$ cat config.mk
export PLATFORM = sky130hd
export DESIGN_NAME = nn_mac_sequencer
export DESIGN_NICKNAME = d
export VERILOG_FILES = /design/src/rtl/nn_pkg.sv /design/src/rtl/nn_mac_unit.sv /design/src/rtl/nn_mac_sequencer.sv
export SDC_FILE = /design/constraint.sdc
export NUM_CORES = 1
export LEC_CHECK = 0
export ABC_AREA = 1
export CORE_MARGIN = 2
export CORE_UTILIZATION = 45
export CTS_CLUSTER_DIAMETER = 120
export DETAILED_ROUTE_END_ITERATION = 10
export MAX_ROUTING_LAYER = met4
export SLEW_MARGIN = 20
export SYNTH_ARGS = -nofsm -noshare
export SYNTH_HDL_FRONTEND = slang
export SYNTH_SLANG_ARGS = --single-unit
$ cat constraint.sdc
create_clock -name clk -period 24.8 [get_ports clk]
set_clock_uncertainty 0.2 [all_clocks]
set_input_delay 4.96 -clock clk [delete_from_list [all_inputs] [get_ports clk]]
set_output_delay 4.96 -clock clk [all_outputs]
set_load 0.02 [all_outputs]
$ cat src/rtl/nn_pkg.sv
// Shared types, sizes and helpers for the time-multiplexed 4-3-1 network.
package nn_pkg;

    localparam int W_W   = 8;
    localparam int FRAC  = 4;
    localparam int ACC_W = 16;
    localparam int ACT_W = 8;

    localparam int N_IN  = 4;
    localparam int N_HID = 3;
    localparam int N_W   = 15;
    localparam int N_B   = 4;

    localparam logic [4:0] CFG_B_FIRST = 5'd15;
    localparam logic [4:0] CFG_LAST    = 5'd18;

    typedef enum logic [2:0] {
        IDLE,
        HID_MAC,
        HID_ACT,
        OUT_MAC,
        OUT_ACT,
        DONE
    } state_t;

    // ReLU followed by clamp to the unsigned Q4.4 activation range.
    function automatic logic [ACT_W-1:0] sat_relu(input logic [ACC_W-1:0] acc);
        if (acc[ACC_W-1])
            return '0;
        else if (|acc[ACC_W-2:ACT_W])
            return {ACT_W{1'b1}};
        else
            return acc[ACT_W-1:0];
    endfunction

endpackage

$ cat src/rtl/nn_mac_unit.sv
// Shared multiply-accumulate datapath: operand x weight, optional Q.8->Q.4
// rescale for the output layer, accumulator and saturating ReLU.
module nn_mac_unit
    import nn_pkg::*;
(
    input  logic                    clk,
    input  logic                    rst_n,
    input  logic                    i_en,
    input  logic                    i_clear,
    input  logic                    i_out_layer,
    input  logic [ACT_W-1:0]        i_operand,
    input  logic signed [W_W-1:0]   i_weight,
    input  logic [2:0]              i_bias,
    output logic [ACT_W-1:0]        o_act
);

    logic signed [ACT_W+W_W:0] w_prod;
    logic signed [ACC_W-1:0]   w_term;
    logic signed [ACC_W-1:0]   w_base;
    logic signed [ACC_W-1:0]   r_acc;

    assign w_prod = $signed({1'b0, i_operand}) * i_weight;

    // Hidden products are already Q.4; output-layer products are Q.8 and floor back to Q.4.
    assign w_term = i_out_layer ? ACC_W'(w_prod >>> FRAC) : ACC_W'(w_prod);
    assign w_base = i_clear ? $signed(ACC_W'({i_bias, {FRAC{1'b0}}})) : r_acc;

    always_ff @(posedge clk or negedge rst_n) begin
        if (!rst_n)
            r_acc <= '0;
        else if (i_en)
            r_acc <= w_base + w_term;
    end

    assign o_act = sat_relu(r_acc);

endmodule

$ cat src/rtl/nn_mac_sequencer.sv
// Sequencer for the 4-input / 3-hidden / 1-output network over one shared MAC,
// with a config register file for the 15 weights and 4 biases.
module nn_mac_sequencer
    import nn_pkg::*;
(
    input  logic                 clk,
    input  logic                 rst_n,
    input  logic                 i_in_valid,
    output logic                 o_in_ready,
    input  logic [7:0]           i_in_x,
    input  logic                 i_cfg_we,
    input  logic [4:0]           i_cfg_addr,
    input  logic [7:0]           i_cfg_wdata,
    output logic                 o_cfg_err,
    output logic                 o_out_valid,
    input  logic                 i_out_ready,
    output logic [ACT_W-1:0]     o_out_y,
    output logic [3*ACT_W-1:0]   o_h_out,
    output logic                 o_busy
);

    state_t                 r_state;
    state_t                 w_state_next;
    logic [1:0]             r_k;
    logic [1:0]             r_n;
    logic [7:0]             r_x;
    logic signed [W_W-1:0]  r_w [N_W];
    logic [2:0]             r_b [N_B];
    logic [ACT_W-1:0]       r_h [N_HID];
    logic [ACT_W-1:0]       r_out_y;
    logic [3*ACT_W-1:0]     r_h_out;
    logic                   r_cfg_err;

    logic                   w_accept;
    logic                   w_cfg_ok;
    logic [3:0]             w_widx;
    logic [ACT_W-1:0]       w_operand;
    logic [2:0]             w_bias;
    logic [ACT_W-1:0]       w_act;
    logic [3*ACT_W-1:0]     w_h_cat;

    assign w_accept = i_in_valid && (r_state == IDLE);
    assign w_cfg_ok = i_cfg_we && (r_state == IDLE) && (i_cfg_addr <= CFG_LAST);

    // Weight wi (1-based) feeds hidden neuron ((wi-1) mod 3) from input ((wi-1) / 3).
    always_comb begin
        w_widx    = {1'b0, r_k, 1'b0} + {2'b0, r_k} + {2'b0, r_n};
        w_operand = {6'b0, r_x[{r_k, 1'b0} +: 2]};
        w_bias    = r_b[r_n];
        if (r_state == OUT_MAC) begin
            w_widx    = 4'd12 + {2'b0, r_k};
            w_operand = r_h[r_k];
            w_bias    = r_b[N_B-1];
        end
    end

    genvar gi;
    generate
        for (gi = 0; gi < N_HID; gi++) begin : g_hcat
            assign w_h_cat[gi*ACT_W +: ACT_W] = r_h[gi];
        end
    endgenerate

    nn_mac_unit u_mac (
        .clk         (clk),
        .rst_n       (rst_n),
        .i_en        ((r_state == HID_MAC) || (r_state == OUT_MAC)),
        .i_clear     (r_k == 2'd0),
        .i_out_layer (r_state == OUT_MAC),
        .i_operand   (w_operand),
        .i_weight    (r_w[w_widx]),
        .i_bias      (w_bias),
        .o_act       (w_act)
    );

    always_comb begin
        w_state_next = r_state;
        case (r_state)
            IDLE:    if (w_accept) w_state_next = HID_MAC;
            HID_MAC: if (r_k == 2'd3) w_state_next = HID_ACT;
            HID_ACT: w_state_next = (r_n == 2'd2) ? OUT_MAC : HID_MAC;
            OUT_MAC: if (r_k == 2'd2) w_state_next = OUT_ACT;
            OUT_ACT: w_state_next = DONE;
            DONE:    if (i_out_ready) w_state_next = IDLE;
            default: w_state_next = IDLE;
        endcase
    end

    always_ff @(posedge clk or negedge rst_n) begin
        if (!rst_n) begin
            r_state   <= IDLE;
            r_k       <= '0;
            r_n       <= '0;
            r_x       <= '0;
            r_out_y   <= '0;
            r_h_out   <= '0;
            r_cfg_err <= 1'b0;
            for (int i = 0; i < N_HID; i++) r_h[i] <= '0;
        end else begin
            r_state   <= w_state_next;
            r_cfg_err <= i_cfg_we && !w_cfg_ok;
            if (w_accept) r_x <= i_in_x;

            if (r_state == HID_MAC)
                r_k <= r_k + 2'd1;
            else if (r_state == OUT_MAC && r_k != 2'd2)
                r_k <= r_k + 2'd1;
            else
                r_k <= '0;

            if (r_state == IDLE)
                r_n <= '0;
            else if (r_state == HID_ACT)
                r_n <= r_n + 2'd1;

            if (r_state == HID_ACT) r_h[r_n] <= w_act;
            if (r_state == OUT_ACT) begin
                r_out_y <= w_act;
                r_h_out <= w_h_cat;
            end
        end
    end

    always_ff @(posedge clk or negedge rst_n) begin
        if (!rst_n) begin
            for (int i = 0; i < N_W; i++) r_w[i] <= '0;
            for (int i = 0; i < N_B; i++) r_b[i] <= '0;
        end else if (w_cfg_ok) begin
            for (int i = 0; i < N_W; i++)
                if (i_cfg_addr == 5'(i)) r_w[i] <= i_cfg_wdata;
            for (int i = 0; i < N_B; i++)
                if (i_cfg_addr == CFG_B_FIRST + 5'(i)) r_b[i] <= i_cfg_wdata[2:0];
        end
    end

    assign o_in_ready  = (r_state == IDLE);
    assign o_busy      = (r_state != IDLE);
    assign o_out_valid = (r_state == DONE);
    assign o_out_y     = r_out_y;
    assign o_h_out     = r_h_out;
    assign o_cfg_err   = r_cfg_err;

endmodule

==> results of run 1 <==
sequential cells by signal, summed over array words and instances (netlist names), 3 cells and up:
register	cells
r_x	8
o_out_y	8
r_h	24
u_mac.r_acc	16
r_state	3
o_h_out	24
r_b	12
r_w	120
final cells by class:
cell class | count | area, um2
clock buffer | 38 | 744
timing repair buffer | 68 | 668
multi-input combinational | 1176 | 6630
inverter | 151 | 567
tap | 384 | 480
fill | 2815 | 13900
clock inverter | 4 | 51.3
sequential | 220 | 5510
cell usage after synthesis:
| master | instances |
|---|---|
| buf_4 | 5 |
| dfrtp_1 | 220 |
| o311a_1 | 1 |
| nand2b_1 | 1 |
| buf_2 | 12 |
| clkbuf_1 | 40 |
| mux2_2 | 22 |
| nor3_1 | 9 |
| inv_2 | 7 |
| nor2_8 | 1 |
| or2_2 | 2 |
| o21ai_0 | 218 |
| o22ai_1 | 5 |
| o221ai_1 | 2 |
| o31ai_1 | 1 |
| nand2_1 | 445 |
| xnor2_1 | 9 |
| o21ai_1 | 12 |
| o21ai_2 | 2 |
| a31oi_1 | 5 |
| o211ai_1 | 6 |
| mux2i_1 | 1 |
| nand3b_1 | 2 |
| fa_1 | 40 |
| nand3_1 | 153 |
| clkinv_1 | 3 |
| or2_1 | 1 |
| nor2_1 | 110 |
| ha_1 | 65 |
| xor2_1 | 7 |
| nand2_4 | 1 |
| buf_6 | 2 |
| nand2_2 | 14 |
| a21o_1 | 3 |
| nor2_2 | 3 |
| nor4_1 | 2 |
| o21bai_1 | 1 |
| a21oi_1 | 27 |
| inv_1 | 141 |
| nand4_1 | 4 |
| nor4_4 | 1 |
| buf_1 | 2 |
worst register-to-register path: cells and delay by family, from the launching register on:
kind / cells / cell delay [ns]
adders and majority gates: 9 / 4.04
xor gates and xnor gates: 1 / 0.10
AOI/OAI and AO/OA: 2 / 0.36
and+or+nand+nor: 18 / 2.06
buffers and inverters: 9 / 1.43
DFF: 1 / 0.80
cell usage in the layout, fill, tap and decap left out, drive strengths merged, types with 2 or more instances in the layout:
master	count
a21o	3
a21oi	27
a31oi	5
buf	8
clkbuf	38
clkdlybuf4s50	60
clkinv	4
dfrtp	220
fa	40
ha	65
inv	149
mux2	22
nand2	460
nand3	153
nand3b	2
nand4	4
nor2	114
nor3	9
nor4	3
o211ai	6
o21ai	232
o221ai	2
o22ai	5
or2	3
xnor2	9
xor2	7
routing by layer:
layer  track usage, %  share of wire, %  vias up
li1                 -                 -     5307
met1             30.3                46     5134
met2             38.1                48      216
met3             2.15               3.6       57
met4             6.13               3.0        0
met5                -                 0        -
final timing paths:
check,start,to,slack [ns],cells after the start
max in group asynchronous,rst_n,u_mac.r_acc[9]$_DFFE_PN0P_,18.74,2
setup / recovery,r_k[0]$_DFF_PN0_,u_mac.r_acc[15]$_DFFE_PN0P_,15.68,39
hold reg to reg,o_out_y[4]$_DFFE_PN0P_,o_out_y[4]$_DFFE_PN0P_,0.28,2
hold / removal,o_out_y[4]$_DFFE_PN0P_,o_out_y[4]$_DFFE_PN0P_,0.28,2
min in group asynchronous,rst_n,o_h_out[13]$_DFFE_PN0P_,4.27,1
setup reg to reg,r_k[0]$_DFF_PN0_,u_mac.r_acc[15]$_DFFE_PN0P_,15.68,39
per-stage QoR:
step	util [%]	setup WS [ns]	cell area (um2)	instances	hold WS, ns
4_1_cts	51.3	15.68	14600	2041	0.287
3_3_place_gp	48.5	15.85	13800	1999	0.264
6_report	51.3	15.68	14600	2041	0.280
3_5_place_dp	48.5	15.71	13800	1999	0.272
5_1_grt	51.3	14.79	14600	2041	0.304
2_1_floorplan	-	16.99	13000	1608	0.248
cell families (layout without fill, tap and decap cells):
logic type	after synthesis	after routing	synth area share, %
xor+xnor	16	16	1.08
simple gates	749	749	24.1
compound gates	283	283	11.4
flops	220	220	42.5
buf+inv	212	261	6.51
mux	23	23	1.99
fa+ha+maj	105	105	12.4
==> metrics.csv, run 1 <==
metric;value;unit
status;completed;
rows;62;
critical_path.top_delay_family;adder cells;
clk_latency;0.53;ns
worst_pin_slew;0.884;ns
timing.final.crit_share;36.8;%
finalSetupViolations;0;
slew-limit-headroom;41.1;%
fin_nets;1773;
cts.sinks;220;
die_h;174;um
num_vias;10700;
netlist_area;13000;um2
drv_cap;0;
die_w;174;um
dieArea;30200;um2
path_max_fanout;25;
slew_violations;0;
grt_max_degree;108;
ys_ff_latch;220;
syn_inst;1608;
synth.area.top_cells;dfrtp_1 42%, nand2_1 13%, o21ai_0 8.4%, ha_1 6.3%, fa_1 6.2%;
cts_max_level;1;
yosysSeqAreaShare;42.5;%
path_buf_inv;9;
root_buffer;clkbuf_16;
antenna_found_initial;0;
netlist.area_leader.share;42.5;%
cts_buffers;25;
viasPerCell;5.25;
grt_pass1_vias;10400;
fmax;110;MHz
io_pins;62;
drt_iter0_drc;745;
clkSlewWorstSetupHoldPaths;0.06;ns
syn_to_final_growth;12.9;%
yosysUniqueCellTypes;42;
hold_viol;0;
drive_gt1_share;5.91;%
crit_path_end_kind;register;
core_area;28500;um2
post-route-min-period;9.12;ns
routed_wl;32900;um
port_buffers;61;
hold_path_class;reg2reg;
cts_setup_buffers;0;
tritoncts;built;
synth.avg_cell_area;8.07;um2
ctsHoldBuffers;0;
grt_overflow;0;
cp-start-kind;register;
arrival;9.33;ns
slowest_delay;0.80;ns
start_util;45.4;%
worst_path_max_delay_cell;dfrtp_1;
post_drt_wl_per_cell;16.1;um
rsz0062_at_grt;no;
gp_congestion;0.901;
timing.setup.tns;0;ns
yosys_warnings;0;
grt_pass1_wl;54900;um
cpMostUsedCell;inv_1;
synth_top_area_cell;dfrtp_1;
critical_path_class;reg2reg;
dp_hpwl;23400;um
drt_pre_antenna_iters;5;
drc_errors;0;
clk_path_buf_depth;3;
required;25.01;ns
ant_nets;0;
antenna-diode-count;0;
synth_nets;1739;
grt_usage;22.9;%
post_cts_resized;0;
Power of run 1 is left out: the tool's default activity adds up to more than one toggle a clock period on the data nets, which glitch-free logic cannot reach.
==> inputs of run 2 (changes only) <==
clock period = 9.1 ns   (was 24.8 ns; I/O delays follow)
==> metrics.csv, run 2 (synthesis gave the netlist of run 1 again) <==
metric;value;unit;change
reg2reg_depth;40;;was 39
die_h;174;um;unchanged
clk_path_buf_depth;3;;unchanged
hp-start;r_b[8]$_DFFE_PN0P_;;was o_out_y[4]$_DFFE_PN0P_
dpl-instance-area;13900;um2;was 13800 um2
drt_pre_antenna_iters;5;;unchanged
cp-start-kind;register;;unchanged
rsz0062_at_grt;no;;unchanged
cts.sinks;220;;unchanged
ant_nets;0;;unchanged
tritoncts;built;;unchanged
whs_endpoint;r_b[8]$_DFFE_PN0P_;;was o_out_y[4]$_DFFE_PN0P_
worst_pin_slew;0.969;ns;was 0.884 ns
critical_path_class;reg2reg;;unchanged
syn_to_final_growth;13.9;%;was 12.9%
io_pins;62;;unchanged
rows;62;;unchanged
dieArea;30200;um2;unchanged
gp_congestion;0.876;;was 0.901
final_common_cell;nand2_1;;unchanged
drc_errors;0;;unchanged
post-route-min-period;8.42;ns;was 9.12 ns
viasPerCell;5.21;;was 5.25
core_area;28500;um2;unchanged
crit_path_end_kind;register;;unchanged
port_buffers;61;;unchanged
finalSetupViolations;0;;unchanged
whs_path_depth;2;;unchanged
slowest_delay;0.54;ns;was 0.80 ns
path_max_fanout;14;;was 25
final_cell_mix;444 x nand2_1, 220 x dfrtp_1, 218 x o21ai_0;;unchanged
root_buffer;clkbuf_16;;unchanged
die_w;174;um;unchanged
clkSlewWorstSetupHoldPaths;0.06;ns;about the same
worst_path_max_delay_cell;dfrtp_1;;unchanged
timing.setup.tns;0;ns;unchanged
drive_gt1_share;6.66;%;was 5.91%
arrival;8.64;ns;was 9.33 ns
largest_reg_flops;120;;unchanged
cts_max_level;1;;unchanged
rrSetupSlack;0.68;ns;was 15.68 ns
required;9.32;ns;was 25.01 ns
hold_path_class;reg2reg;;unchanged
grt_pass1_vias;10500;;was 10400
cpMostUsedCell;nand2_1;;was inv_1
start_util;45.4;%;unchanged
dp_hpwl;23900;um;was 23400 um
antenna-diode-count;0;;unchanged
num_vias;10700;;about the same
drt_iter0_drc;793;;was 745
status;completed;;unchanged
grt_pass1_wl;56000;um;was 54900 um
slew_violations;0;;unchanged
reg2reg_from;r_k[1]$_DFF_PN0_;;was r_k[0]$_DFF_PN0_
drv_cap;0;;unchanged
antenna_found_initial;0;;unchanged
routed_wl;33500;um;was 32900 um
clk_latency;0.53;ns;about the same
final_area;14800;um2;was 14600 um2
reg2reg_to;u_mac.r_acc[15]$_DFFE_PN0P_;;unchanged
top_register;r_w;;unchanged
grt_overflow;0;;unchanged
slew-limit-headroom;35.4;%;was 41.1%
hold_viol;0;;unchanged
timing.final.crit_share;92.5;%;was 36.8%
post_drt_wl_per_cell;16.3;um;was 16.1 um
cts_buffers;25;;unchanged
fin_nets;1783;;was 1773
fmax;119;MHz;was 110 MHz
grt_max_degree;97;;was 108
grt_usage;23.5;%;was 22.9%
==> run 2: cell types whose count changed in the layout (fill, tap and decap cells not counted), moves of 2 or more <==
cell        change
clkinv_2        +2
clkbuf_8        -3
buf_4           +7
clkinvlp_4      +2
buf_12          +3
==> run 2: layout make-up <==
class,count,area (um2)
fillers,2828,13800
repair buffers,78,781
clock inverters,8,100
clock buffers,34,699
flip-flops and latches,220,5510
multi-input cells,1176,6630
well taps,384,480
inverters,151,574
==> run 2: metal layers <==
metal	routed length, um	GRT usage, %	vias to the layer above
met5	0	-	-
met4	741	5.81	0
met3	1540	2.54	45
met1	15100	31.3	5075
met2	16200	38.7	235
li1	-	-	5324
==> run 2: worst max path at each step <==
stage	to	slack (ns)	start	depth (start not counted)
2_1_floorplan	u_mac.r_acc[15]$_DFFE_PN0P_	1.29	r_k[1]$_DFF_PN0_	40
3_3_place_gp	u_mac.r_acc[12]$_DFFE_PN0P_	0.55	r_k[1]$_DFF_PN0_	37
3_5_place_dp	u_mac.r_acc[15]$_DFFE_PN0P_	0.40	r_k[1]$_DFF_PN0_	39
4_1_cts	u_mac.r_acc[15]$_DFFE_PN0P_	0.38	r_k[1]$_DFF_PN0_	39
5_1_grt	u_mac.r_acc[15]$_DFFE_PN0P_	0.01	r_k[1]$_DFF_PN0_	40
6_report	u_mac.r_acc[15]$_DFFE_PN0P_	0.68	r_k[1]$_DFF_PN0_	40
==> run 2: timing repair <==
action	in CTS	in global routing
gates resized for setup	0	2
setup endpoints to repair	0	7
setup buffers	0	5
hold buffers	0	0
==> run 2: stage by stage <==
| step | hold slack, ns | worst slack [ns] | std cells | utilization [%] |
|---|---|---|---|---|
| 3_3_place_gp | 0.265 | 0.547 | 2004 | 48.7 |
| 3_5_place_dp | 0.269 | 0.396 | 2004 | 48.7 |
| 4_1_cts | 0.284 | 0.377 | 2046 | 51.5 |
| 5_1_grt | 0.303 | 0.0148 | 2051 | 51.7 |
| 6_report | 0.279 | 0.679 | 2051 | 51.7 |
| 2_1_floorplan | 0.248 | 1.29 | 1608 | - |
==> run 2: worst max-delay path: cells and delay by family (launching register included) <==
family | cells | cell delay [ns]
AOI/OAI and AO/OA | 1 | 0.21
and+or+nand+nor | 20 | 2.25
DFF | 1 | 0.54
adders and majority gates | 9 | 3.94
buffers and inverters | 9 | 0.89
xor gates and xnor gates | 1 | 0.22
Power of run 2 is left out for the same reason.
==> inputs of run 3 (changes only) <==
GPL_ROUTABILITY_DRIVEN = 0   (was default)
==> metrics.csv, run 3 (synthesis gave the netlist of run 1 again) <==
metric;value;unit;change
dieArea;30200;um2;unchanged
dp_hpwl;23900;um;about the same
final_common_cell;nand2_1;;unchanged
cts_buffers;25;;unchanged
clk_latency;0.52;ns;was 0.53 ns
critical_path_class;reg2reg;;unchanged
io_pins;62;;unchanged
routed_wl;32700;um;was 33500 um
final_cell_mix;444 x nand2_1, 220 x dfrtp_1, 218 x o21ai_0;;unchanged
largest_reg_flops;120;;unchanged
fmax;119;MHz;about the same
timing.final.crit_share;92.4;%;was 92.5%
start_util;45.4;%;unchanged
slew-limit-headroom;38.1;%;was 35.4%
hp-start;o_out_y[5]$_DFFE_PN0P_;;was r_b[8]$_DFFE_PN0P_
worst_pin_slew;0.929;ns;was 0.969 ns
rows;62;;unchanged
die_h;174;um;unchanged
viasPerCell;5.23;;was 5.21
status;completed;;unchanged
grt_pass1_vias;10500;;about the same
path_max_fanout;16;;was 14
cts_max_level;1;;unchanged
finalSetupViolations;0;;unchanged
tritoncts;built;;unchanged
whs_path_depth;2;;unchanged
cpMostUsedCell;nand2_1;;unchanged
reg2reg_depth;37;;was 40
hold_path_class;reg2reg;;unchanged
reg2reg_to;u_mac.r_acc[12]$_DFFE_PN0P_;;was u_mac.r_acc[15]$_DFFE_PN0P_
clkSlewWorstSetupHoldPaths;0.06;ns;about the same
post_drt_wl_per_cell;15.9;um;was 16.3 um
hold_viol;0;;unchanged
top_register;r_w;;unchanged
slowest_delay;0.55;ns;was 0.54 ns
final_util;51.9;%;was 51.7%
cts.sinks;220;;unchanged
drive_gt1_share;7.00;%;was 6.66%
antenna_found_initial;0;;unchanged
final_cells;2056;;was 2051
required;9.28;ns;was 9.32 ns
hold_slack;0.279;ns;about the same
grt_pass1_wl;55200;um;was 56000 um
core_area;28500;um2;unchanged
timing.setup.tns;0;ns;unchanged
rsz0062_at_grt;no;;unchanged
ant_nets;0;;unchanged
cp-start-kind;register;;unchanged
die_w;174;um;unchanged
root_buffer;clkbuf_16;;unchanged
fin_nets;1786;;was 1783
grt_usage;23.0;%;was 23.5%
reg2reg_from;r_k[1]$_DFF_PN0_;;unchanged
drv_cap;0;;unchanged
port_buffers;61;;unchanged
worst_path_max_delay_cell;dfrtp_1;;unchanged
whs_endpoint;o_out_y[5]$_DFFE_PN0P_;;was r_b[8]$_DFFE_PN0P_
grt_max_degree;86;;was 97
drc_errors;0;;unchanged
nFillCells;2846;;was 2828
syn_to_final_growth;14.3;%;was 13.9%
clk_path_buf_depth;3;;unchanged
slew_violations;0;;unchanged
crit_path_end_kind;register;;unchanged
rrSetupSlack;0.69;ns;was 0.68 ns
num_vias;10800;;was 10700
antenna-diode-count;0;;unchanged
drt_pre_antenna_iters;5;;unchanged
post-place-cells;2010;;was 2004
drt_iter0_drc;771;;was 793
arrival;8.59;ns;was 8.64 ns
post-route-min-period;8.41;ns;was 8.42 ns
grt_overflow;0;;unchanged
[run 3: through the flow]
step                      worst slack (ns)  area, um2
after detailed placement             0.509      13900
after floorplan                       1.29      13000
after CTS                            0.453      14800
after global routing                0.0918      14800
after global placement               0.558      13900
final                                0.692      14800
[run 3: worst max-delay path: cells and delay by family (launching register included)]
kind	cells	cell delay (ns)
xor+xnor	1	0.11
flops	1	0.55
buf+inv	6	0.70
fa+ha+maj	9	4.00
simple gates	16	1.83
compound gates	5	0.87
[run 3: final cells by class]
type / count / area [um2] / share of cell area (%)
clock buffer: 37 / 751 / 5.06
clock inverter: 7 / 110 / 0.743
inverter: 151 / 574 / 3.87
multi-input combinational: 1176 / 6630 / 44.7
sequential: 220 / 5510 / 37.1
tap: 384 / 480 / 3.24
timing repair buffer: 81 / 778 / 5.25
[run 3: worst max-delay path by stage]
stage | startpoint | endpoint | slack (ns) | cells after the start
floorplan | r_k[1]$_DFF_PN0_ | u_mac.r_acc[15]$_DFFE_PN0P_ | 1.29 | 40
global placement | r_k[1]$_DFF_PN0_ | u_mac.r_acc[12]$_DFFE_PN0P_ | 0.56 | 37
detailed placement | r_k[1]$_DFF_PN0_ | u_mac.r_acc[15]$_DFFE_PN0P_ | 0.51 | 39
CTS | r_k[1]$_DFF_PN0_ | u_mac.r_acc[12]$_DFFE_PN0P_ | 0.45 | 37
global route | r_k[1]$_DFF_PN0_ | u_mac.r_acc[15]$_DFFE_PN0P_ | 0.09 | 39
finish | r_k[1]$_DFF_PN0_ | u_mac.r_acc[12]$_DFFE_PN0P_ | 0.69 | 37
[run 3: layer usage]
metal	GRT usage (%)	up-vias	share of wire [%]
met4	6.06	0	2.7
met3	2.46	49	4.2
met2	38.3	253	48
met1	30.1	5120	45
met5	-	-	0
li1	-	5329	-
[run 3: repair_timing]
action	in CTS	in global routing
buffers inserted	0	2
setup endpoints to repair	0	4
hold buffers	0	0
gates resized for setup	0	2
Power of run 3 is left out for the same reason.
